## config.mk

```make
export PLATFORM = sky130hd
export DESIGN_NAME = writeback_arbiter
export DESIGN_NICKNAME = d
export VERILOG_FILES = /design/src/rtl/cpu_pkg.sv /design/src/rtl/wb_fifo.sv /design/src/rtl/writeback_arbiter.sv
export SDC_FILE = /design/constraint.sdc
export NUM_CORES = 1
export LEC_CHECK = 0
export CORE_MARGIN = 2
export CORE_UTILIZATION = 41
export DETAILED_ROUTE_END_ITERATION = 6
export GPL_TIMING_DRIVEN = 0
export PLACE_DENSITY_LB_ADDON = 0.15
export SKIP_LAST_GASP = 1
export SYNTH_ARGS = -nofsm -noshare
export SYNTH_HDL_FRONTEND = slang
export SYNTH_SLANG_ARGS = --single-unit
```

## constraint.sdc

```tcl
create_clock -name clk -period 4.1 [get_ports clk]
set_input_delay 0.615 -clock clk [delete_from_list [all_inputs] [get_ports clk]]
set_output_delay 0.615 -clock clk [all_outputs]
set_load 0.02 [all_outputs]
```

## src/rtl/cpu_pkg.sv

```systemverilog
// cpu_pkg: shared CPU-wide constants and types.
//   REG_SIZE   - width of one architectural register / result
//   REG_NUM    - number of architectural registers
//   REG_IDX_W  - width of a register index
//   reg_idx_t  - register index type
//   wb_req_t   - one register-file write request (destination + value)
//   wb_grant_t - which source owns the write port in a given cycle
package cpu_pkg;

  localparam int REG_SIZE  = 32;
  localparam int REG_NUM   = 16;
  localparam int REG_IDX_W = $clog2(REG_NUM);

  typedef logic [REG_IDX_W-1:0] reg_idx_t;

  typedef struct packed {
    reg_idx_t            rd;
    logic [REG_SIZE-1:0] data;
  } wb_req_t;

  typedef enum logic [1:0] {
    GRANT_IDLE  = 2'd0,
    GRANT_ALU   = 2'd1,
    GRANT_DRAIN = 2'd2,
    GRANT_FULL  = 2'd3
  } wb_grant_t;

endpackage

```

## src/rtl/wb_fifo.sv

```systemverilog
// wb_fifo: synchronous FIFO of wb_req_t used to queue LSU results.
// Ports:
//   clk, rst_n         - clock, synchronous active-low reset (pointers/count only)
//   push, push_data    - enqueue one entry (caller guarantees !full)
//   pop                - dequeue the head (caller guarantees !empty)
//   head               - current head entry, valid whenever !empty
//   full, empty, count - occupancy status, derived from registered count
// FIFO_DEPTH must be a power of two so pointers wrap by plain truncation.
module wb_fifo
  import cpu_pkg::*;
#(
  parameter  int FIFO_DEPTH = 4,
  localparam int PTR_W      = $clog2(FIFO_DEPTH),
  localparam int CNT_W      = PTR_W + 1
) (
  input  logic             clk,
  input  logic             rst_n,
  input  logic             push,
  input  wb_req_t          push_data,
  input  logic             pop,
  output wb_req_t          head,
  output logic             full,
  output logic             empty,
  output logic [CNT_W-1:0] count
);

  wb_req_t          mem_q [FIFO_DEPTH];
  logic [PTR_W-1:0] wr_ptr_q, wr_ptr_d;
  logic [PTR_W-1:0] rd_ptr_q, rd_ptr_d;
  logic [CNT_W-1:0] count_q,  count_d;

  always_comb begin
    wr_ptr_d = wr_ptr_q;
    rd_ptr_d = rd_ptr_q;
    count_d  = count_q;
    if (push) wr_ptr_d = wr_ptr_q + PTR_W'(1);
    if (pop)  rd_ptr_d = rd_ptr_q + PTR_W'(1);
    // Simultaneous push and pop leave the count unchanged.
    case ({push, pop})
      2'b10:   count_d = count_q + CNT_W'(1);
      2'b01:   count_d = count_q - CNT_W'(1);
      default: count_d = count_q;
    endcase
  end

  always_ff @(posedge clk) begin
    if (!rst_n) begin
      wr_ptr_q <= '0;
      rd_ptr_q <= '0;
      count_q  <= '0;
    end else begin
      wr_ptr_q <= wr_ptr_d;
      rd_ptr_q <= rd_ptr_d;
      count_q  <= count_d;
    end
  end

  // Storage needs no reset: an entry is only read after it has been written.
  always_ff @(posedge clk) begin
    if (push) mem_q[wr_ptr_q] <= push_data;
  end

  assign head  = mem_q[rd_ptr_q];
  assign count = count_q;
  assign full  = (count_q == CNT_W'(FIFO_DEPTH));
  assign empty = (count_q == '0);

endmodule

```

## src/rtl/writeback_arbiter.sv

```systemverilog
// writeback_arbiter: merges ALU and LSU results onto the single register-file
// write port. ALU has priority; LSU results wait in wb_fifo. A full queue
// stalls the ALU for one cycle so the queue head always drains eventually.
// Ports:
//   clk, rst_n                          - clock, synchronous active-low reset
//   alu_valid/alu_ready/alu_rd/alu_data - single-cycle ALU result handshake
//   mem_valid/mem_ready/mem_rd/mem_data - LSU load result handshake
//   wb_we/wb_rd/wb_data                 - registered register-file write port
//   fifo_count                          - queued LSU results
//   wb_busy                             - high while any LSU result is queued
module writeback_arbiter
  import cpu_pkg::*;
#(
  parameter  int FIFO_DEPTH = 4,
  localparam int CNT_W      = $clog2(FIFO_DEPTH) + 1
) (
  input  logic                 clk,
  input  logic                 rst_n,
  input  logic                 alu_valid,
  output logic                 alu_ready,
  input  logic [REG_IDX_W-1:0] alu_rd,
  input  logic [REG_SIZE-1:0]  alu_data,
  input  logic                 mem_valid,
  output logic                 mem_ready,
  input  logic [REG_IDX_W-1:0] mem_rd,
  input  logic [REG_SIZE-1:0]  mem_data,
  output logic                 wb_we,
  output logic [REG_IDX_W-1:0] wb_rd,
  output logic [REG_SIZE-1:0]  wb_data,
  output logic [CNT_W-1:0]     fifo_count,
  output logic                 wb_busy
);

  wb_grant_t            grant;
  wb_req_t              fifo_head;
  wb_req_t              fifo_push_data;
  logic                 fifo_full;
  logic                 fifo_empty;
  logic                 fifo_push;
  logic                 fifo_pop;

  logic                 wb_we_q,   wb_we_d;
  logic [REG_IDX_W-1:0] wb_rd_q,   wb_rd_d;
  logic [REG_SIZE-1:0]  wb_data_q, wb_data_d;

  wb_fifo #(
    .FIFO_DEPTH(FIFO_DEPTH)
  ) u_fifo (
    .clk       (clk),
    .rst_n     (rst_n),
    .push      (fifo_push),
    .push_data (fifo_push_data),
    .pop       (fifo_pop),
    .head      (fifo_head),
    .full      (fifo_full),
    .empty     (fifo_empty),
    .count     (fifo_count)
  );

  // Grant selection. Uses the registered occupancy only, so an entry pushed
  // this cycle cannot be popped until the next one (no mem_* -> wb_* path).
  always_comb begin
    grant = GRANT_IDLE;
    if (fifo_full)        grant = GRANT_FULL;
    else if (alu_valid)   grant = GRANT_ALU;
    else if (!fifo_empty) grant = GRANT_DRAIN;
  end

  // Handshakes, queue control and next write-port values.
  always_comb begin
    alu_ready           = rst_n && !fifo_full;
    mem_ready           = rst_n && !fifo_full;
    // Loads to x0 are accepted but never queued.
    fifo_push           = mem_valid && mem_ready && (mem_rd != '0);
    fifo_push_data.rd   = mem_rd;
    fifo_push_data.data = mem_data;
    fifo_pop            = 1'b0;
    wb_we_d             = 1'b0;
    wb_rd_d             = wb_rd_q;
    wb_data_d           = wb_data_q;
    case (grant)
      GRANT_FULL, GRANT_DRAIN: begin
        fifo_pop  = rst_n;
        wb_we_d   = 1'b1;
        wb_rd_d   = fifo_head.rd;
        wb_data_d = fifo_head.data;
      end
      GRANT_ALU: begin
        wb_we_d   = (alu_rd != '0);
        wb_rd_d   = alu_rd;
        wb_data_d = alu_data;
      end
      default: ;
    endcase
  end

  always_ff @(posedge clk) begin
    if (!rst_n) begin
      wb_we_q   <= 1'b0;
      wb_rd_q   <= '0;
      wb_data_q <= '0;
    end else begin
      wb_we_q   <= wb_we_d;
      wb_rd_q   <= wb_rd_d;
      wb_data_q <= wb_data_d;
    end
  end

  assign wb_we   = wb_we_q;
  assign wb_rd   = wb_rd_q;
  assign wb_data = wb_data_q;
  assign wb_busy = (fifo_count != '0);

endmodule
```

* After elaboration in Yosys (flattened, before gate mapping) *
Memories as Yosys holds them, arrays and structs flattened. A register that Yosys moved wholly into a read port is not among the register bits.
Cells that the tools add are included.

storage, ports and cells
  output and inout bits = 43
  memories = 1
  flip-flop bits (word level) = 44
  bits of input ports = 76
  memory bits (writable) = 144
  logic and storage cells = 40

operators by class
  multiplexer cells = 12
  reduce and logical (&&, ||, !) cells = 11
  equal/unequal tests = 6
  add/sub/neg operators = 4

memory list
  memory        words  bits a word  read ports  clocked after memory_dff  write ports  line           source
  u_fifo.mem_q  4      36           1           1                         1            wb_fifo.sv:27  wb_req_t mem_q [FIFO_DEPTH];

operator list
  cell                                                  count
  one-hot mux 32 bit (2 select lines)                   1
  two-way mux 2 bit                                     5
  one-hot mux 4 bit (2 select lines)                    1
  nonzero test 4 bit                                    2
  equality test 2 bit (second input constant)           3
  one-hot mux 3 bit (2 select lines)                    1
  adder 2 x 1 -> 2 bit (second input constant)          2
  equality test 2 x 1 -> 1 bit (second input constant)  2
  nonzero test 2 bit                                    2
  adder 3 x 1 -> 3 bit (second input constant)          1
  equality test 3 bit (second input constant)           1
  logical AND 1 bit                                     3
  zero test 3 bit                                       1
  two-way mux 1 bit                                     3
  nonzero test 3 bit                                    1
  subtractor 3 x 1 -> 3 bit (second input constant)     1
  one-hot mux 1 bit (2 select lines)                    1
  OR reduction 2 bit                                    1
  zero test 1 bit                                       1

* Logic depth before layout (Yosys ltp) *
  depth in word-level cells = 9
  mapped depth = 9
  gate-level depth less buffers = 9

* Modules after synthesis *
From an unflattened synthesis, not the netlist that was laid out.

second synthesis, totals
  cells, all modules = 447
  area total of the unflattened synthesis = 7353.3 sq um

modules (own cells, without submodules)
  module             cells each  sequential area each (sq um)  area an instance (sq um)  times used
  wb_fifo            234         4504.3                        5699.2                    1
  writeback_arbiter  213         740.7                         1654.1                    1

* Worst setup path after synthesis *
No wires, ideal clock.

  kind = input port to flip-flop
  from = input mem_rd[1]
  to = register u_fifo.count_q[2], in the netlist u_fifo.count[2]
  slack = 1.684 ns
  path buffers = 0
  cell stages on the path = 9
  required time = 4.030 ns
  arrival = 2.346 ns
  library setup time = 0.070 ns
  path through = o41ai_1 > nor3_2 > inv_1 > ha_1 > inv_1 > fa_1 > xor2_1 > or3_1 > a21oi_1

between the ends
  cells in the longest elaborated chain, start to end = 4
  elaborated cells on any way between the ends = 6
  classes of those cells = eq/ne (2); mux (1); reduce/logical (3)

RTL lines
  what                                                                             line                     source
  start, declared                                                                  writeback_arbiter.sv:25  input logic [REG_IDX_W-1:0] mem_rd,
  nonzero test 4 bit *                                                             writeback_arbiter.sv:74  fifo_push = mem_valid && mem_ready && (mem_rd != '0);
  logical AND 1 bit *                                                              writeback_arbiter.sv:74
  equality test 2 x 1 -> 1 bit / equality test 2 bit (equally long branches)       wb_fifo.sv:39            case ({push, pop})
  one-hot mux 3 bit (2 select lines) / nonzero test 2 bit (equally long branches)  -
  end signal, assigned                                                             wb_fifo.sv:54            count_q <= count_d;
  end, declared                                                                    wb_fifo.sv:30            logic [CNT_W-1:0] count_q, count_d;

Mark *: on every way between the ends. The rest lies on a longest branch, timed or not.
A chain may end at the register's enable or synchronous reset.

* Worst setup path after layout *
  from = input rst_n
  to = register u_fifo.count_q[2], in the netlist u_fifo.count[2]

between the ends
  elaborated cells on any way between the ends = 8
  classes of those cells = eq/ne (2); mux (2); reduce/logical (4)

RTL lines
  what                                                                             line                     source
  start, declared                                                                  writeback_arbiter.sv:18  input logic rst_n,
  two-way mux 1 bit *                                                              writeback_arbiter.sv:81  case (grant)
  via fifo_pop                                                                     writeback_arbiter.sv:40  logic fifo_pop;
  equality test 2 x 1 -> 1 bit / equality test 2 bit (equally long branches)       wb_fifo.sv:39
  one-hot mux 3 bit (2 select lines) / nonzero test 2 bit (equally long branches)  -

The timed path passes the listed nets; every way through them passes the cells marked *.

==> out/results.txt <==
Sum of negative setup slack: 0 ns
Nets: 595
RSZ-0062 raised after global routing: no
Avg Cell Area, Syn: 19.19 µm²
Setup Crit Path Kind: in2reg
Vias per cell: 5.368
Largest net degree at the start of global routing: 32
Post-CTS Setup Bufs: 0
Width of the die: 136.0 µm
CP Capture Type: flop
IO buf count: 118
First-pass GRT wire length: 23630 µm
# setup viols final: 0
Fin crit period: 3.128 ns
Final core utilization: 0.5420
GRT Overall Usage: 0.1767
Relative slew slack: 0.4258
Met1 Usage GRT: 0.2401
Mapped cell area: 7139 µm²
Crit-path max FO: 10
Max-slew violations: 0
Core Box Area: 17180 µm²
CTS Root Cell: clkbuf_16
Initial antenna violation count: 0
CTS hold repair buffers: 0
Hold Path Class: reg2reg
Syn_nets: 454
Crit path largest cell delay: 0.64 ns
Peak supply drop: 0.3482 mV
Max cap viols: 0
TritonCTS buffer count: 17
Initial Utilization: 0.4156
Die height: 136.0 µm
TritonRoute pass-1 iters: 4
Met3 GRT Util: 0.04996
Worst path required time: 4.46 ns
Final worst path period share: 0.7628
Worst skew pair latency: 0.43 ns
Synth top area cells: edfxtp_1 (61%), dfxtp_1 (13%), mux4_2 (10%)
Number of hold violations in the final report: 0
Share of cells above drive strength 1: 0.1616
Diodes inserted: 0
Vias in the first global route: 4073
Launching element type of the critical path: input port
Final GP Congestion: 0.7225
Reg2reg setup slack: 1.40 ns
Post-route antenna net violation count: 0
Synth warn: 0
Busiest grt layer: met2
Routed vias: 4031
Crit-path cells: clkdlybuf4s50_1, inv_2, nor3_2, clkbuf_1, ha_1, inv_1, fa_1, xor2_1, or3_1, a21oi_1
Post-CTS resize count: 0
Leakage: 3.234 nW
CTS sink count: 190
Status: finished, final reports clean
Dpl hpwl: 10240 µm
Multi-input gate area: 1735 µm²
CP arrival: 3.49 ns
H-tree depth: 4
GR Overflow Total: 0
FP Rows: 48
Sequential cell area fraction in the yosys report: 0.7347
Pre-CTS setup slack: 0.5821 ns
Routed WL per cell: 20.60 µm
Syn-to-layout area delta: 30.39%
Fmax: 0.3197 GHz
Dominant cell type by area after synthesis: edfxtp_1
Top Ports: 119
Final Skew: 0.01155 ns
Number of synthesized register bits: 190
TritonCTS clock tree: done
Clock transition at the registers of the reported paths: 0.06 ns
Drt initial violations: 366
Top cell type's share of synthesized area: 0.6057
PD cells: 607.5 nW/µm²
Fillers: 1390
Met2 Track Usage GR: 0.2820
Die area: 18490 µm²
Clk buf depth: 2
Distinct cells, synth: 32
Register area: 5245 µm²
CP max-delay cell: clkdlybuf4s50_1
Detailed Route WL: 15470 µm
DRC viols: 0
Worst setup margin: 0.9725 ns
Cell count after synthesis: 372
Actual slew at the worst max-slew pin: 0.8595 ns
==> stage by stage <==
step	hold WS (ns)	std cells	instance area [µm²]	power, mW
after floorplan	0.4266	372	7139	3.312
after global placement	0.4437	715	8602	3.950
after detailed placement	0.4508	719	8687	3.982
after CTS	0.4607	751	9309	5.709
after global routing	0.5147	751	9309	5.901
final	0.4571	751	9309	5.655
==> flip-flops by register name (all words and copies together) (netlist names), named ones only <==
signal	cells
wb_we	1
u_fifo.count	3
wb_data	32
u_fifo.wr_ptr_q	2
u_fifo.rd_ptr_q	2
u_fifo.mem_q	144
wb_rd	4
==> path summary, 6_finish.rpt <==
check             depth (start not counted)               start               to
setup / recovery                         10               rst_n  u_fifo.count[2]
hold / removal                            1  u_fifo.rd_ptr_q[1]             flop
setup reg to reg                          9     u_fifo.count[0]  u_fifo.count[2]
hold reg to reg                           1  u_fifo.rd_ptr_q[1]             flop
==> kinds of logic (layout without fill, tap and decap cells) <==
kind of cell | count (synthesis) | count (layout) | synth area share
compound gates | 45 | 45 | 0.05836
xor+xnor | 2 | 2 | 0.002454
fa+ha+maj | 6 | 6 | 0.01157
buf+inv | 32 | 186 | 0.02296
flops | 190 | 190 | 0.7347
mux | 39 | 39 | 0.1193
simple gates | 58 | 58 | 0.05065
==> layout by cell type, fill, tap and decap left out, types with 2 or more instances in the layout <==
| cell type | instances |
|---|---|
| bufinv_16 | 4 |
| buf_12 | 4 |
| nor3_2 | 3 |
| dfxtp_1 | 46 |
| nor2_1 | 5 |
| buf_6 | 4 |
| and3_1 | 36 |
| nand2_1 | 4 |
| clkbuf_16 | 17 |
| clkbuf_8 | 3 |
| mux4_1 | 3 |
| buf_2 | 8 |
| ha_1 | 5 |
| mux2i_1 | 3 |
| clkdlybuf4s50_1 | 118 |
| a21oi_1 | 4 |
| a221o_1 | 36 |
| xor2_1 | 2 |
| clkbuf_1 | 16 |
| mux4_2 | 33 |
| edfxtp_1 | 144 |
| inv_1 | 8 |
| and2_2 | 4 |
==> synth_stat cells <==
cell type / instances
a21oi_1: 4
a221o_1: 36
and2_1: 4
and3_1: 36
buf_2: 8
buf_4: 1
buf_6: 4
clkbuf_1: 10
dfxtp_1: 46
edfxtp_1: 144
fa_1: 1
ha_1: 5
inv_1: 8
inv_2: 1
mux2i_1: 3
mux4_1: 3
mux4_2: 33
nand2_1: 4
nand4b_1: 1
nor2_1: 5
nor2b_1: 1
nor3_2: 3
nor3b_2: 1
nor4_1: 1
o21a_1: 1
o21ai_0: 1
o21bai_1: 1
o31ai_1: 1
o41ai_1: 1
or3_1: 1
or4_1: 1
xor2_1: 2
==> area by class of cell <==
| type | instances | area share |
|---|---|---|
| Tap cell | 225 | 0.03024 |
| Buffer | 23 | 0.01398 |
| Multi-Input combinational cell | 150 | 0.1864 |
| Timing Repair Buffer | 122 | 0.1355 |
| Inverter | 9 | 0.003629 |
| Clock inverter | 6 | 0.01425 |
| Clock buffer | 26 | 0.05255 |
| Sequential cell | 190 | 0.5634 |
==> worst max-delay path: cells and delay by family <==
kind | cells | cell delay, ns
buf+inv | 4 | 1.35
fa+ha+maj | 2 | 0.66
simple gates | 2 | 0.55
xor+xnor | 1 | 0.17
compound gates | 1 | 0.14
==> report_power, final <==
part	switching [mW]	total [mW]	internal [mW]	leakage [nW]
Clock	0.656	1.73	1.07	0.299
Combinational	0.786	1.52	0.733	1.25
Sequential	0.107	2.41	2.30	1.69
Total	1.55	5.66	4.11	3.23
==> metal layers <==
layer / routed length, µm / vias to the layer above
met4: 142 / 0
met5: 0 / -
li1: - / 1819
met2: 7634 / 123
met3: 869 / 12
met1: 6824 / 2077
No activity file was read; power rests on OpenSTA's default activity.
